[config.mk]
export PLATFORM = sky130hd
export DESIGN_NAME = regfile_wr_arbiter
export DESIGN_NICKNAME = d
export VERILOG_FILES = /design/src/rtl/regfile_wr_arbiter_pkg.sv /design/src/rtl/regfile_wr_arbiter_action_fifo.sv /design/src/rtl/regfile_wr_arbiter.sv
export SDC_FILE = /design/constraint.sdc
export NUM_CORES = 1
export LEC_CHECK = 0
export CAP_MARGIN = 20
export CELL_PAD_IN_SITES_DETAIL_PLACEMENT = 1
export CELL_PAD_IN_SITES_GLOBAL_PLACEMENT = 1
export CORE_AREA = 2 2 110 133
export DETAILED_ROUTE_END_ITERATION = 8
export DIE_AREA = 0 0 112 135
export GPL_ROUTABILITY_DRIVEN = 0
export GPL_TIMING_DRIVEN = 0
export HOLD_SLACK_MARGIN = 0.08
export PLACE_DENSITY_LB_ADDON = 0.08
export SKIP_LAST_GASP = 1
export SLEW_MARGIN = 15
export SYNTH_ARGS = -nofsm -noshare
export SYNTH_HDL_FRONTEND = slang
export SYNTH_HIERARCHICAL = 1
export SYNTH_SLANG_ARGS = --single-unit
[constraint.sdc]
create_clock -name clk -period 6.13 [get_ports clk]
set_clock_uncertainty 0.05 [all_clocks]
set_input_delay 1.839 -clock clk [delete_from_list [all_inputs] [get_ports clk]]
set_output_delay 1.839 -clock clk [all_outputs]
set_load 0.05 [all_outputs]
[src/rtl/regfile_wr_arbiter_pkg.sv]
// Shared defaults, FSM encoding and per-thread register map for the write arbiter.
package regfile_wr_arbiter_pkg;

  localparam int unsigned DEF_DATAPATH_WIDTH     = 64;
  localparam int unsigned DEF_REGFILE_ADDR_WIDTH = 5;
  localparam int unsigned DEF_NUM_ACTIONS        = 8;
  localparam int unsigned DEF_THREAD_BITS        = 2;
  localparam int unsigned DEF_FIFO_DEPTH         = 4;

  // Each thread owns a bank of eight registers; actions touch the top two.
  localparam int unsigned REGS_PER_THREAD = 8;
  localparam int unsigned DATA_REG_OFFSET = 7;
  localparam int unsigned MASK_REG_OFFSET = 6;

  // IDLE: head action not started; MASK: head DATA written, MASK still owed.
  typedef enum logic {
    ST_IDLE = 1'b0,
    ST_MASK = 1'b1
  } arb_state_e;

  // Register index of a given offset within a thread's bank.
  function automatic int unsigned thread_reg_index(input int unsigned thread,
                                                   input int unsigned offset);
    return thread * REGS_PER_THREAD + offset;
  endfunction

endpackage

[src/rtl/regfile_wr_arbiter_action_fifo.sv]
// Synchronous action queue with full/empty/count; depth must be a power of two.
module action_fifo #(
  parameter int unsigned WIDTH = 10,
  parameter int unsigned DEPTH = 4
) (
  input  logic                     clk,
  input  logic                     reset,
  input  logic                     push,
  input  logic [WIDTH-1:0]         push_data,
  input  logic                     pop,
  output logic [WIDTH-1:0]         pop_data,
  output logic                     full,
  output logic                     empty,
  output logic [$clog2(DEPTH):0]   count
);

  localparam int unsigned PTR_WIDTH = $clog2(DEPTH);
  localparam int unsigned CNT_WIDTH = PTR_WIDTH + 1;

  logic [WIDTH-1:0]     mem [DEPTH];
  logic [PTR_WIDTH-1:0] wr_ptr;
  logic [PTR_WIDTH-1:0] rd_ptr;
  logic                 do_push;
  logic                 do_pop;

  assign full     = (count == CNT_WIDTH'(DEPTH));
  assign empty    = (count == '0);
  assign do_push  = push && !full;
  assign do_pop   = pop && !empty;
  assign pop_data = mem[rd_ptr];

  // Storage, wrapping pointers and occupancy; simultaneous push/pop keeps count.
  always_ff @(posedge clk or negedge reset) begin
    if (!reset) begin
      wr_ptr <= '0;
      rd_ptr <= '0;
      count  <= '0;
      for (int unsigned i = 0; i < DEPTH; i++) begin
        mem[i] <= '0;
      end
    end else begin
      if (do_push) begin
        mem[wr_ptr] <= push_data;
        wr_ptr      <= wr_ptr + PTR_WIDTH'(1);
      end
      if (do_pop) begin
        rd_ptr <= rd_ptr + PTR_WIDTH'(1);
      end
      case ({do_push, do_pop})
        2'b10:   count <= count + CNT_WIDTH'(1);
        2'b01:   count <= count - CNT_WIDTH'(1);
        default: count <= count;
      endcase
    end
  end

endmodule

[src/rtl/regfile_wr_arbiter.sv]
// Shares the register-file write port between writebacks (priority) and queued
// actions, each action expanding into a DATA write followed by a MASK write.
module regfile_wr_arbiter
  import regfile_wr_arbiter_pkg::*;
#(
  parameter int unsigned DATAPATH_WIDTH     = DEF_DATAPATH_WIDTH,
  parameter int unsigned REGFILE_ADDR_WIDTH = DEF_REGFILE_ADDR_WIDTH,
  parameter int unsigned NUM_ACTIONS        = DEF_NUM_ACTIONS,
  parameter int unsigned THREAD_BITS        = DEF_THREAD_BITS,
  parameter int unsigned FIFO_DEPTH         = DEF_FIFO_DEPTH
) (
  input  logic                          clk,
  input  logic                          reset,
  input  logic                          wb_wen,
  input  logic [REGFILE_ADDR_WIDTH-1:0] wb_addr,
  input  logic [DATAPATH_WIDTH-1:0]     wb_data,
  input  logic                          act_valid,
  output logic                          act_ready,
  input  logic [NUM_ACTIONS-1:0]        act_data,
  input  logic [THREAD_BITS-1:0]        act_thread,
  output logic                          rf_wena,
  output logic [REGFILE_ADDR_WIDTH-1:0] rf_wr_addr,
  output logic [DATAPATH_WIDTH-1:0]     rf_wr_data,
  output logic                          act_done,
  output logic [THREAD_BITS-1:0]        act_done_thread,
  output logic                          busy
);

  localparam int unsigned ENTRY_WIDTH = THREAD_BITS + NUM_ACTIONS;
  localparam int unsigned COUNT_WIDTH = $clog2(FIFO_DEPTH) + 1;
  localparam int unsigned LOW_WIDTH   = DATAPATH_WIDTH - NUM_ACTIONS;
  localparam logic [DATAPATH_WIDTH-1:0] MASK_WORD = {{NUM_ACTIONS{1'b0}}, {LOW_WIDTH{1'b1}}};

  arb_state_e                    state;
  arb_state_e                    state_nxt;
  logic                          fifo_full;
  logic                          fifo_empty;
  logic [COUNT_WIDTH-1:0]        fifo_count;
  logic [ENTRY_WIDTH-1:0]        fifo_head;
  logic                          fifo_pop;
  logic [THREAD_BITS-1:0]        head_thread;
  logic [NUM_ACTIONS-1:0]        head_actions;
  logic                          wena_nxt;
  logic [REGFILE_ADDR_WIDTH-1:0] addr_nxt;
  logic [DATAPATH_WIDTH-1:0]     data_nxt;
  logic                          done_nxt;
  logic [THREAD_BITS-1:0]        done_thread_nxt;

  assign act_ready    = !fifo_full;
  assign head_thread  = fifo_head[ENTRY_WIDTH-1 -: THREAD_BITS];
  assign head_actions = fifo_head[NUM_ACTIONS-1:0];
  assign busy         = (fifo_count != '0) || (state != ST_IDLE);

  action_fifo #(
    .WIDTH (ENTRY_WIDTH),
    .DEPTH (FIFO_DEPTH)
  ) u_action_fifo (
    .clk       (clk),
    .reset     (reset),
    .push      (act_valid && act_ready),
    .push_data ({act_thread, act_data}),
    .pop       (fifo_pop),
    .pop_data  (fifo_head),
    .full      (fifo_full),
    .empty     (fifo_empty),
    .count     (fifo_count)
  );

  // Per-cycle arbitration: writeback first, then head DATA, then head MASK.
  always_comb begin
    state_nxt       = state;
    wena_nxt        = 1'b0;
    addr_nxt        = rf_wr_addr;
    data_nxt        = rf_wr_data;
    done_nxt        = 1'b0;
    done_thread_nxt = act_done_thread;
    fifo_pop        = 1'b0;
    if (wb_wen) begin
      wena_nxt = 1'b1;
      addr_nxt = wb_addr;
      data_nxt = wb_data;
    end else if (state == ST_IDLE && !fifo_empty) begin
      wena_nxt  = 1'b1;
      addr_nxt  = REGFILE_ADDR_WIDTH'(thread_reg_index(32'(head_thread), DATA_REG_OFFSET));
      data_nxt  = {head_actions, {LOW_WIDTH{1'b0}}};
      state_nxt = ST_MASK;
    end else if (state == ST_MASK) begin
      wena_nxt        = 1'b1;
      addr_nxt        = REGFILE_ADDR_WIDTH'(thread_reg_index(32'(head_thread), MASK_REG_OFFSET));
      data_nxt        = MASK_WORD;
      done_nxt        = 1'b1;
      done_thread_nxt = head_thread;
      fifo_pop        = 1'b1;
      state_nxt       = ST_IDLE;
    end
  end

  // FSM state and registered write port.
  always_ff @(posedge clk or negedge reset) begin
    if (!reset) begin
      state           <= ST_IDLE;
      rf_wena         <= 1'b0;
      rf_wr_addr      <= '0;
      rf_wr_data      <= '0;
      act_done        <= 1'b0;
      act_done_thread <= '0;
    end else begin
      state           <= state_nxt;
      rf_wena         <= wena_nxt;
      rf_wr_addr      <= addr_nxt;
      rf_wr_data      <= data_nxt;
      act_done        <= done_nxt;
      act_done_thread <= done_thread_nxt;
    end
  end

endmodule

## After elaboration in Yosys (flattened, before gate mapping)

Index checks and enable logic that the tools add are counted.

| storage, ports and cells | value |
|---|---|
| bits in registers | 121 |
| input bits | 83 |
| output and inout bits | 75 |
| word-level logic and storage cells | 62 |

| operators by class | value |
|---|---|
| add/sub/neg operators | 6 |
| order comparisons | 3 |
| equality and inequality tests | 3 |
| multiplexer cells | 19 |
| bitwise operators | 5 |
| reduce and logical (&&, ||, !) cells | 13 |

Operators by type and width:

| cell | number |
|---|---|
| $mux W64 | 3 |
| $bwmux W40 | 1 |
| $mux W10 | 3 |
| $bmux W10 S2 | 1 |
| $demux W10 S2 | 1 |
| $mux W5 | 3 |
| $add A5 B3 Y5 const B | 2 |
| $ge A3 B3 Y1 const B | 2 |
| $mux W1 | 6 |
| $not A2 Y3 | 2 |
| $pmux W3 S2 | 1 |
| $reduce_bool A3 Y1 | 2 |
| $logic_and A1 B1 Y1 | 5 |
| $add A2 B1 Y2 const B | 2 |
| $add A3 B1 Y3 const B | 1 |
| $eq A3 B3 Y1 const B | 1 |
| $logic_not A3 Y1 | 1 |
| $lt A3 B1 Y1 const B | 1 |
| $not A1 Y1 | 3 |
| $reduce_and A3 Y1 | 1 |
| $sub A3 B1 Y3 const B | 1 |
| $eq A2 B1 Y1 const B | 1 |
| $eq A2 B2 Y1 const B | 1 |
| $logic_not A1 Y1 | 2 |
| other kinds (2) | 2 |

## Longest topological paths before layout

Gate-level depths: netlist of the first run.

| logic depth | value |
|---|---|
| depth after elaboration | 8 |
| depth in mapped cells | 10 |
| mapped depth without buffers | 9 |

## Cells and area by module

Netlist of the first run, hierarchy kept.

By module, submodules not included:

| module | instances | cells each | area each (um^2) | seq. area each (um^2) |
|---|---|---|---|---|
| regfile_wr_arbiter | 1 | 326 | 3188.1 | 1851.8 |
| action_fifo | 1 | 132 | 2119.5 | 1176.1 |

## Least setup slack after synthesis of the first run

Ideal clock, no wire load.

| timing | value |
|---|---|
| path type | input -> register |
| start | input port wb_wen |
| end | register u_action_fifo.count[2] |
| library setup time | 0.079 ns |
| arrival | 3.264 ns |
| data required time | 6.001 ns |
| slack | 2.736 ns |
| stages on the path | 10 |
| path buffers | 1 |
| cell sequence | buf_6 nand2b_4 inv_1 o31a_2 ha_1 inv_1 fa_1 xor2_1 nor2_1 xor2_1 |

| on the way | value |
|---|---|
| cells in the longest elaborated chain, start to end | 4 |
| elaborated cells between the ends (all ways) | 6 |
| those cells by class | eq/ne (2); mux (2); reduce/logical (2) |

RTL lines:

| what | RTL line | RTL |
|---|---|---|
| start: declaration | regfile_wr_arbiter.sv:14 | `input logic wb_wen,` |
| $mux W1 * | - |  |
| via done_nxt | regfile_wr_arbiter.sv:46 | `logic done_nxt;` |
| $logic_and A1 B1 Y1 * | regfile_wr_arbiter_action_fifo.sv:29 | `assign do_pop = pop && !empty;` |
| via u_action_fifo.do_pop | regfile_wr_arbiter_action_fifo.sv:24 | `logic do_pop;` |
| $eq A2 B1 Y1 / $eq A2 B2 Y1 (equally long branches) | regfile_wr_arbiter_action_fifo.sv:49 | `case ({do_push, do_pop})` |
| $pmux W3 S2 / $reduce_bool A2 Y1 (equally long branches) | - |  |
| end signal: assignment | regfile_wr_arbiter_action_fifo.sv:50 | `2'b10: count <= count + CNT_WIDTH'(1);` |
| end signal: assignment | regfile_wr_arbiter_action_fifo.sv:51 | `2'b01: count <= count - CNT_WIDTH'(1);` |
| end signal: assignment | regfile_wr_arbiter_action_fifo.sv:52 | `default: count <= count;` |
| end: declaration | regfile_wr_arbiter_action_fifo.sv:14 | `output logic [$clog2(DEPTH):0] count` |

Mark *: on every way through the listed nets, which the timed path passes. The rest lies on a longest branch.
A chain may end at the register's enable or synchronous reset.

## Worst setup path in the final report of the first run

| timing | value |
|---|---|
| start | register state |
| end | output port busy |

| on the way | value |
|---|---|
| cells in the longest elaborated chain, start to end | 1 |

RTL lines:

| what | RTL line | RTL |
|---|---|---|
| start: declaration | regfile_wr_arbiter.sv:34 | `arb_state_e state;` |
| start signal: assignment | regfile_wr_arbiter.sv:108 | `state <= state_nxt;` |
| $logic_or A1 B1 Y1 | regfile_wr_arbiter.sv:52 | `assign busy = (fifo_count != '0) \|\| (state != ST_IDLE);` |
| end: declaration | regfile_wr_arbiter.sv:26 | `output logic busy` |

No other way between the ends.

==> results of run 1 <==
==> cells in the mapped netlist <==
library cell                  n
sky130_fd_sc_hd__mux2i_1      9
sky130_fd_sc_hd__nor2_1       3
sky130_fd_sc_hd__or4_4        1
sky130_fd_sc_hd__a21oi_1     58
sky130_fd_sc_hd__xor2_1       3
sky130_fd_sc_hd__ha_1         5
sky130_fd_sc_hd__o21ai_0     48
sky130_fd_sc_hd__nor3_1       1
sky130_fd_sc_hd__mux4_2      10
sky130_fd_sc_hd__buf_6       10
sky130_fd_sc_hd__xnor2_1      3
sky130_fd_sc_hd__buf_4        3
sky130_fd_sc_hd__mux2_2      43
sky130_fd_sc_hd__or2b_2       1
sky130_fd_sc_hd__o311ai_0     2
sky130_fd_sc_hd__o31a_2       1
sky130_fd_sc_hd__o21ai_1     17
sky130_fd_sc_hd__nor2_2       4
sky130_fd_sc_hd__nand2b_1     1
sky130_fd_sc_hd__dfrtp_1    121
sky130_fd_sc_hd__or2_0        1
sky130_fd_sc_hd__inv_1        9
sky130_fd_sc_hd__nand4bb_1    2
sky130_fd_sc_hd__nand2_1     73
sky130_fd_sc_hd__nor3b_2      1
sky130_fd_sc_hd__buf_2       14
sky130_fd_sc_hd__nor2b_1      5
sky130_fd_sc_hd__clkbuf_1     6
sky130_fd_sc_hd__o31ai_2      1
sky130_fd_sc_hd__fa_1         1
sky130_fd_sc_hd__nand2b_4     1
==> layer usage <==
metal	up-vias	routed length [um]	track usage	share of wire
li1	1937	-	-	-
met4	0	246	0.0705	0.016
met1	2105	6520	0.258	0.42
met5	-	0	0	0
met3	14	624	0.0440	0.041
met2	110	8000	0.366	0.52
==> power breakdown <==
part	internal, mW	switching (mW)
combinational	0.754	1.05
sequential	1.10	0.173
clock	0.732	0.342
total	2.58	1.56
==> sequential cells by signal, summed over array words and instances (netlist names) <==
register	count
rf_wr_addr	5
act_done_thread	2
u_action_fifo/mem	40
rf_wena	1
rf_wr_data	64
u_action_fifo/rd_ptr	2
state	1
act_done	1
u_action_fifo/wr_ptr	2
u_action_fifo/count	3
==> layout make-up <==
| class | instances | area (um2) |
|---|---|---|
| clock buffer | 24 | 502 |
| inverter | 9 | 33.8 |
| multi-input combinational | 295 | 2020 |
| fill | 1484 | 6010 |
| sequential | 121 | 3030 |
| timing repair buffer | 157 | 1590 |
| tap | 171 | 214 |
| clock inverter | 7 | 138 |
| buffer | 33 | 228 |
==> cell families after synthesis <==
family | after synthesis | share of synthesized area
adder cells (fa/ha/maj) | 6 | 0.0156
AND/OR/NAND/NOR | 94 | 0.0806
flip-flops | 121 | 0.570
XOR/XNOR | 6 | 0.00990
buffers and inverters | 42 | 0.0493
multiplexers | 62 | 0.151
AO/OA/AOI/OAI | 127 | 0.124
==> worst reg2reg max path, cell delays in order (launching register included) <==
cell and delay [ns]:
sky130_fd_sc_hd__dfrtp_1 0.43, sky130_fd_sc_hd__nor3b_2 0.51, sky130_fd_sc_hd__nor2b_1 0.20, sky130_fd_sc_hd__or2b_2 0.24, sky130_fd_sc_hd__ha_1 0.18, sky130_fd_sc_hd__inv_1 0.07
sky130_fd_sc_hd__fa_1 0.38, sky130_fd_sc_hd__xor2_1 0.15, sky130_fd_sc_hd__nor2_1 0.11, sky130_fd_sc_hd__xor2_1 0.17
==> worst max path at each step <==
stage	from	end	cells after the start
detailed placement	act_valid	u_action_fifo/count[2]	9
floorplan	wb_wen	u_action_fifo/count[2]	10
finish	state	busy	3
global route	u_action_fifo/count[1]	act_ready	3
global placement	reset	u_action_fifo/mem[14]	1
CTS	state	busy	3
==> insert_results.sql, run 1 <==
INSERT INTO impl_metrics (metric_group, metric, value, unit) VALUES
('worst_setup_path', 'timing.critical_path.fanout_max', '10', ''),
('clock_tree', 'tritoncts_num_sinks', '121', ''),
('finish', 'synthToLayoutAreaGrowth', '46.0', '%'),
('worst_setup_path', 'crit_arrival', '2.15', 'ns'),
('power', 'max-vdd-ir-drop', '0.000227', 'V'),
('clock_tree', 'cts_made_buffers', '17', ''),
('sta', 'timing.max_slew.rel_slack', '0.532', ''),
('route', 'routed-via-count', '4166', ''),
('finish', 'finish.net_count', '723', ''),
('grt', 'grt_start_max_net_pins', '73', ''),
('finish', 'antenna_cells_inserted', '0', ''),
('sta', 'finalSetupViolCount', '0', ''),
('place', 'buffer_ports.inserted', '156', ''),
('worst_setup_path', 'worst_setup_path_class', 'reg -> out', ''),
('finish', 'most-common-layout-cells', 'sky130_fd_sc_hd__clkdlybuf4s50_1 (155), sky130_fd_sc_hd__dfrtp_1 (121), sky130_fd_sc_hd__nand2_1 (73)', ''),
('worst_setup_path', 'critPathLaunchType', 'flip-flop', ''),
('min_path', 'hold_path_startpoint', 'u_action_fifo/mem[13]', ''),
('worst_setup_path', 'worstReg2RegEnd', 'u_action_fifo/count[2]', ''),
('place', 'placedInstanceArea', '7110', 'um2'),
('clock_tree', 'cts_max_level', '4', ''),
('place', 'place_worst_setup_slack', '2.15', 'ns'),
('min_path', 'hold_path_class', 'reg -> reg', ''),
('power', 'cellPowerDensity', '535', 'nW/um2'),
('sta', 'setup_ws', '2.09', 'ns'),
('logic_synthesis', 'top_post_synthesis_cells_by_area', 'sky130_fd_sc_hd__dfrtp_1 (57%), sky130_fd_sc_hd__mux2_2 (9.1%), sky130_fd_sc_hd__a21oi_1 (5.5%)', ''),
('worst_setup_path', 'rr_worst_depth', '9', ''),
('grt', 'grt_pass1_wl', '24800', 'um'),
('die', 'design.portCount', '158', ''),
('power', 'leak', '3.28', 'nW'),
('sta', 'hold-worst-slack', '0.453', 'ns'),
('die', 'floorplan.die_area', '15100', 'um2'),
('route', 'detail_route.vias_per_cell', '5.10', ''),
('sta', 'timing.final.max_slew_violations', '0', ''),
('sta', 'final_min_period_over_clock_period', '0.659', ''),
('logic_synthesis', 'seq_area_frac_synth', '0.570', ''),
('worst_setup_path', 'regToRegSetupSlack', '3.56', 'ns'),
('worst_setup_path', 'cpMaxStageDelayCell', 'sky130_fd_sc_hd__clkdlybuf4s50_1', ''),
('min_path', 'timing.hold.worst_endpoint', 'u_action_fifo/mem[13]', ''),
('logic_synthesis', 'mappedNetlistArea', '5310', 'um2'),
('outcome', 'outcome', 'complete, no violations', ''),
('clock_tree', 'clk_path_buf_depth', '2', ''),
('clock_tree', 'postCtsResizedCells', '0', ''),
('clock_tree', 'tritoncts', 'done', ''),
('die', 'fp.coreArea', '13800', 'um2'),
('worst_setup_path', 'timing.critical_path.required', '4.24', 'ns'),
('worst_setup_path', 'critPathCaptureType', 'output port', ''),
('worst_setup_path', 'crit_path_max_incr_delay', '0.72', 'ns'),
('sta', 'hold_viol_final', '0', ''),
('clock_tree', 'post_cts_hold_buffer_count', '0', ''),
('sta', 'tightestPinTransition', '0.702', 'ns'),
('logic_synthesis', 'netlist_instances', '458', ''),
('run', 'cap_viol_max_count', '0', ''),
('die', 'initial_core_util', '0.386', ''),
('finish', 'final_design_area_no_fill', '7750', 'um2'),
('logic_synthesis', 'syn_avg_cell_area', '11.6', 'um2'),
('route', 'routed_wire_length_per_instance', '18.8', 'um'),
('finish', 'layout.core_utilization', '0.563', ''),
('route', 'remaining_drc_errors', '0', ''),
('worst_setup_path', 'critPathBufInv', '2', ''),
('grt', 'globalRouteOverflowTotal', '0', ''),
('sta', 'setup_tns_after_final_layout', '0', 'ns'),
('place', 'dp.cells', '786', ''),
('route', 'antenna_left', '0', ''),
('clock_tree', 'clk_root_buffer_cell', 'sky130_fd_sc_hd__clkbuf_16', ''),
('route', 'drt_pass1_iterations', '4', ''),
('grt', 'grt_use_total', '0.209', ''),
('grt', 'first_global_vias', '4583', ''),
('place', 'hpwl', '10800', 'um'),
('die', 'die_width', '112', 'um'),
('logic_synthesis', 'post-synth-top-area-fraction', '0.570', ''),
('sta', 'clock.fmax', '0.248', 'GHz');
No activity file was read; power rests on OpenSTA's default activity.
==> run 2, diff against run 1 <==
CORE_AREA = 2 2 113 137   (was 2 2 110 133)
DIE_AREA = 0 0 115 139   (was 0 0 112 135)
clock period = 3.8 ns   (was 6.13 ns; I/O delays follow)
==> run 2 against run 1 <==
Effect of this change:
- die area rose by 5.7%
- critical path depth did not move
- largest cell class unchanged
- setup slack worse by 1.7 ns
- non-clock buffer count unchanged
- largest power group unchanged
- clock-buffer cell count fell by 4
==> insert_results.sql, run 2 (synthesis gave the netlist of run 1 again) <==
INSERT INTO impl_metrics (metric_group, metric, value, unit) VALUES
('die', 'design.portCount', '158', ''),
('worst_setup_path', 'crit_path_cell_chain', 'buf_6, or4_4, clkdlybuf4s50_1', ''),
('finish', 'fillerInstances', '1612', ''),
('clock_tree', 'postCtsResizedCells', '0', ''),
('worst_setup_path', 'critPathCaptureType', 'output port', ''),
('worst_setup_path', 'crit_path_max_incr_delay', '0.71', 'ns'),
('clock_tree', 'clock_latency_of_the_later_clocked_register_in_the_worst_skew_pair', '0.41', 'ns'),
('worst_setup_path', 'worst_setup_path_class', 'reg -> out', ''),
('power', 'swShare', '0.380', ''),
('worst_setup_path', 'critPathBufInv', '2', ''),
('sta', 'hold-worst-slack', '0.448', 'ns'),
('clock_tree', 'tritoncts_num_sinks', '121', ''),
('min_path', 'hold_path_class', 'reg -> reg', ''),
('outcome', 'outcome', 'complete, no violations', ''),
('power', 'leak', '3.26', 'nW'),
('finish', 'layout.core_utilization', '0.528', ''),
('sta', 'timing.final.max_slew_violations', '0', ''),
('die', 'dieHeight', '139', 'um'),
('finish', 'mostFrequentLayoutCell', 'sky130_fd_sc_hd__clkdlybuf4s50_1', ''),
('clock_tree', 'clk_root_buffer_cell', 'sky130_fd_sc_hd__clkbuf_16', ''),
('power', 'intPower', '4.16', 'mW'),
('route', 'routed_wire_length_per_instance', '18.6', 'um'),
('worst_setup_path', 'cpMaxStageDelayCell', 'sky130_fd_sc_hd__clkdlybuf4s50_1', ''),
('grt', 'grt_pass1_wl', '24600', 'um'),
('clock_tree', 'tritoncts', 'done', ''),
('finish', 'drive_gt1_frac', '0.189', ''),
('die', 'core.rowCount', '49', ''),
('finish', 'antenna_cells_inserted', '0', ''),
('clock_tree', 'post_cts_hold_buffer_count', '0', ''),
('sta', 'final_min_period_over_clock_period', '0.888', ''),
('worst_setup_path', 'timing.critical_path.required', '2.61', 'ns'),
('place', 'placedInstanceArea', '7120', 'um2'),
('power', 'total_switching_power', '2.55', 'mW'),
('clock_tree', 'clk_path_buf_depth', '2', ''),
('route', 'antenna_left', '0', ''),
('die', 'floorplan.die_area', '16000', 'um2'),
('grt', 'globalRouteOverflowTotal', '0', ''),
('grt', 'first_global_vias', '4588', ''),
('worst_setup_path', 'crit_arrival', '2.18', 'ns'),
('worst_setup_path', 'worst_path_dominant_cell_family', 'buffers and inverters', ''),
('power', 'pwr-share-clk', '0.262', ''),
('power', 'power_after_layout', '6.71', 'mW'),
('route', 'routed-via-count', '4132', ''),
('sta', 'setup_tns_after_final_layout', '0', 'ns'),
('finish', 'most-common-layout-cells', 'sky130_fd_sc_hd__clkdlybuf4s50_1 (155), sky130_fd_sc_hd__dfrtp_1 (121), sky130_fd_sc_hd__nand2_1 (73)', ''),
('finish', 'final_design_area_no_fill', '7760', 'um2'),
('grt', 'initial_antenna_violation_count', '0', ''),
('run', 'cap_viol_max_count', '0', ''),
('sta', 'clock.fmax', '0.296', 'GHz'),
('sta', 'hold_viol_final', '0', ''),
('finish', 'max_reg_flops', '64', ''),
('route', 'detail_route.vias_per_cell', '5.01', ''),
('clock_tree', 'cts_made_buffers', '17', ''),
('power', 'cellPowerDensity', '864', 'nW/um2'),
('power', 'seq_power_share', '0.306', ''),
('route', 'remaining_drc_errors', '0', ''),
('finish', 'finish.net_count', '723', ''),
('die', 'initial_core_util', '0.361', ''),
('sta', 'finalSetupViolCount', '0', ''),
('sta', 'timing.max_slew.rel_slack', '0.508', ''),
('place', 'hpwl', '10900', 'um'),
('clock_tree', 'path_clk_slew', '0.06', 'ns'),
('sta', 'tightestPinTransition', '0.738', 'ns'),
('place', 'buffer_ports.inserted', '156', ''),
('grt', 'grt_start_max_net_pins', '69', ''),
('die', 'die_width', '115', 'um'),
('finish', 'largest_registers', 'rf_wr_data (64), u_action_fifo/mem (40), rf_wr_addr (5)', ''),
('die', 'fp.coreArea', '14700', 'um2'),
('route', 'drt_iter0_drc', '200', ''),
('clock_tree', 'cts_max_level', '4', ''),
('sta', 'final.min_clock_period', '3.37', 'ns'),
('worst_setup_path', 'timing.critical_path.fanout_max', '10', ''),
('sta', 'unrepaired_setup_endpoints_after_global_routing', 'no', ''),
('power', 'max-vdd-ir-drop', '0.000405', 'V'),
('clock_tree', 'postCtsSetupBuffers', '0', ''),
('finish', 'max_flop_register', 'rf_wr_data', ''),
('worst_setup_path', 'critPathLaunchType', 'flip-flop', ''),
('route', 'drt_pass1_iterations', '4', ''),
('worst_setup_path', 'regToRegSetupSlack', '1.23', 'ns'),
('route', 'totalWireLength', '15300', 'um'),
('grt', 'grt_use_total', '0.201', ''),
('finish', 'synthToLayoutAreaGrowth', '46.3', '%'),
('power', 'share_comb_of_total_power', '0.432', '');
## run 2: final cells by class
| cell class | instances | area (um2) | area share |
|---|---|---|---|
| inverters | 9 | 33.8 | 0.00435 |
| repair buffers | 157 | 1590 | 0.205 |
| well taps | 178 | 223 | 0.0287 |
| clock inverters | 12 | 198 | 0.0255 |
| plain buffers | 33 | 228 | 0.0293 |
| multi-input cells | 295 | 2020 | 0.260 |
| clock buffers | 20 | 447 | 0.0575 |
| flip-flops and latches | 121 | 3030 | 0.390 |
## run 2: stage by stage
step | std cells | setup slack (ns)
after CTS | 825 | 0.397
final | 825 | 0.426
after global placement | 792 | -3.31
after global routing | 825 | 0.337
after detailed placement | 793 | 0.490
after floorplan | 458 | 1.11
## run 2: metal layers
| metal | GRT usage | part of all wire | up-vias |
|---|---|---|---|
| met5 | 0 | 0 | - |
| met4 | 0.0558 | 0.013 | 0 |
| met3 | 0.0511 | 0.051 | 13 |
| li1 | - | - | 1943 |
| met1 | 0.248 | 0.42 | 2066 |
| met2 | 0.346 | 0.52 | 110 |
## run 2: final timing paths
kind / start / to / cells past startpoint
worst max-delay path: state / busy / 3
max in group asynchronous: reset / u_action_fifo/mem[13] / 2
min in group asynchronous: reset / rf_wr_data[11] / 1
worst min register to register: u_action_fifo/mem[19] / u_action_fifo/mem[19] / 1
worst min-delay path: u_action_fifo/mem[19] / u_action_fifo/mem[19] / 1
worst max register to register: u_action_fifo/count[1] / u_action_fifo/count[2] / 9
## run 2: power groups by stage
stage               Sequential, mW  Combinational (mW)  Clock [mW]
detailed placement            2.07                2.93           0
CTS                           2.06                2.94        1.81
floorplan                     2.74                1.27           0
global placement              2.04                2.86           0
global route                  2.12                3.12        1.86
finish                        2.05                2.90        1.76
## run 2: worst reg2reg max path, stage by stage, from the launching register on
cell	delay (ns)
sky130_fd_sc_hd__dfrtp_1	0.44
sky130_fd_sc_hd__nor3b_2	0.53
sky130_fd_sc_hd__nor2b_1	0.21
sky130_fd_sc_hd__or2b_2	0.25
sky130_fd_sc_hd__ha_1	0.18
sky130_fd_sc_hd__inv_1	0.06
sky130_fd_sc_hd__fa_1	0.37
sky130_fd_sc_hd__xor2_1	0.15
sky130_fd_sc_hd__nor2_1	0.11
sky130_fd_sc_hd__xor2_1	0.15
==> run 3, diff against run 2 <==
HOLD_SLACK_MARGIN = default   (was 0.08)
==> results of run 3 <==
Same layout as run 2: the final DEF is identical, and so are final timing and power.
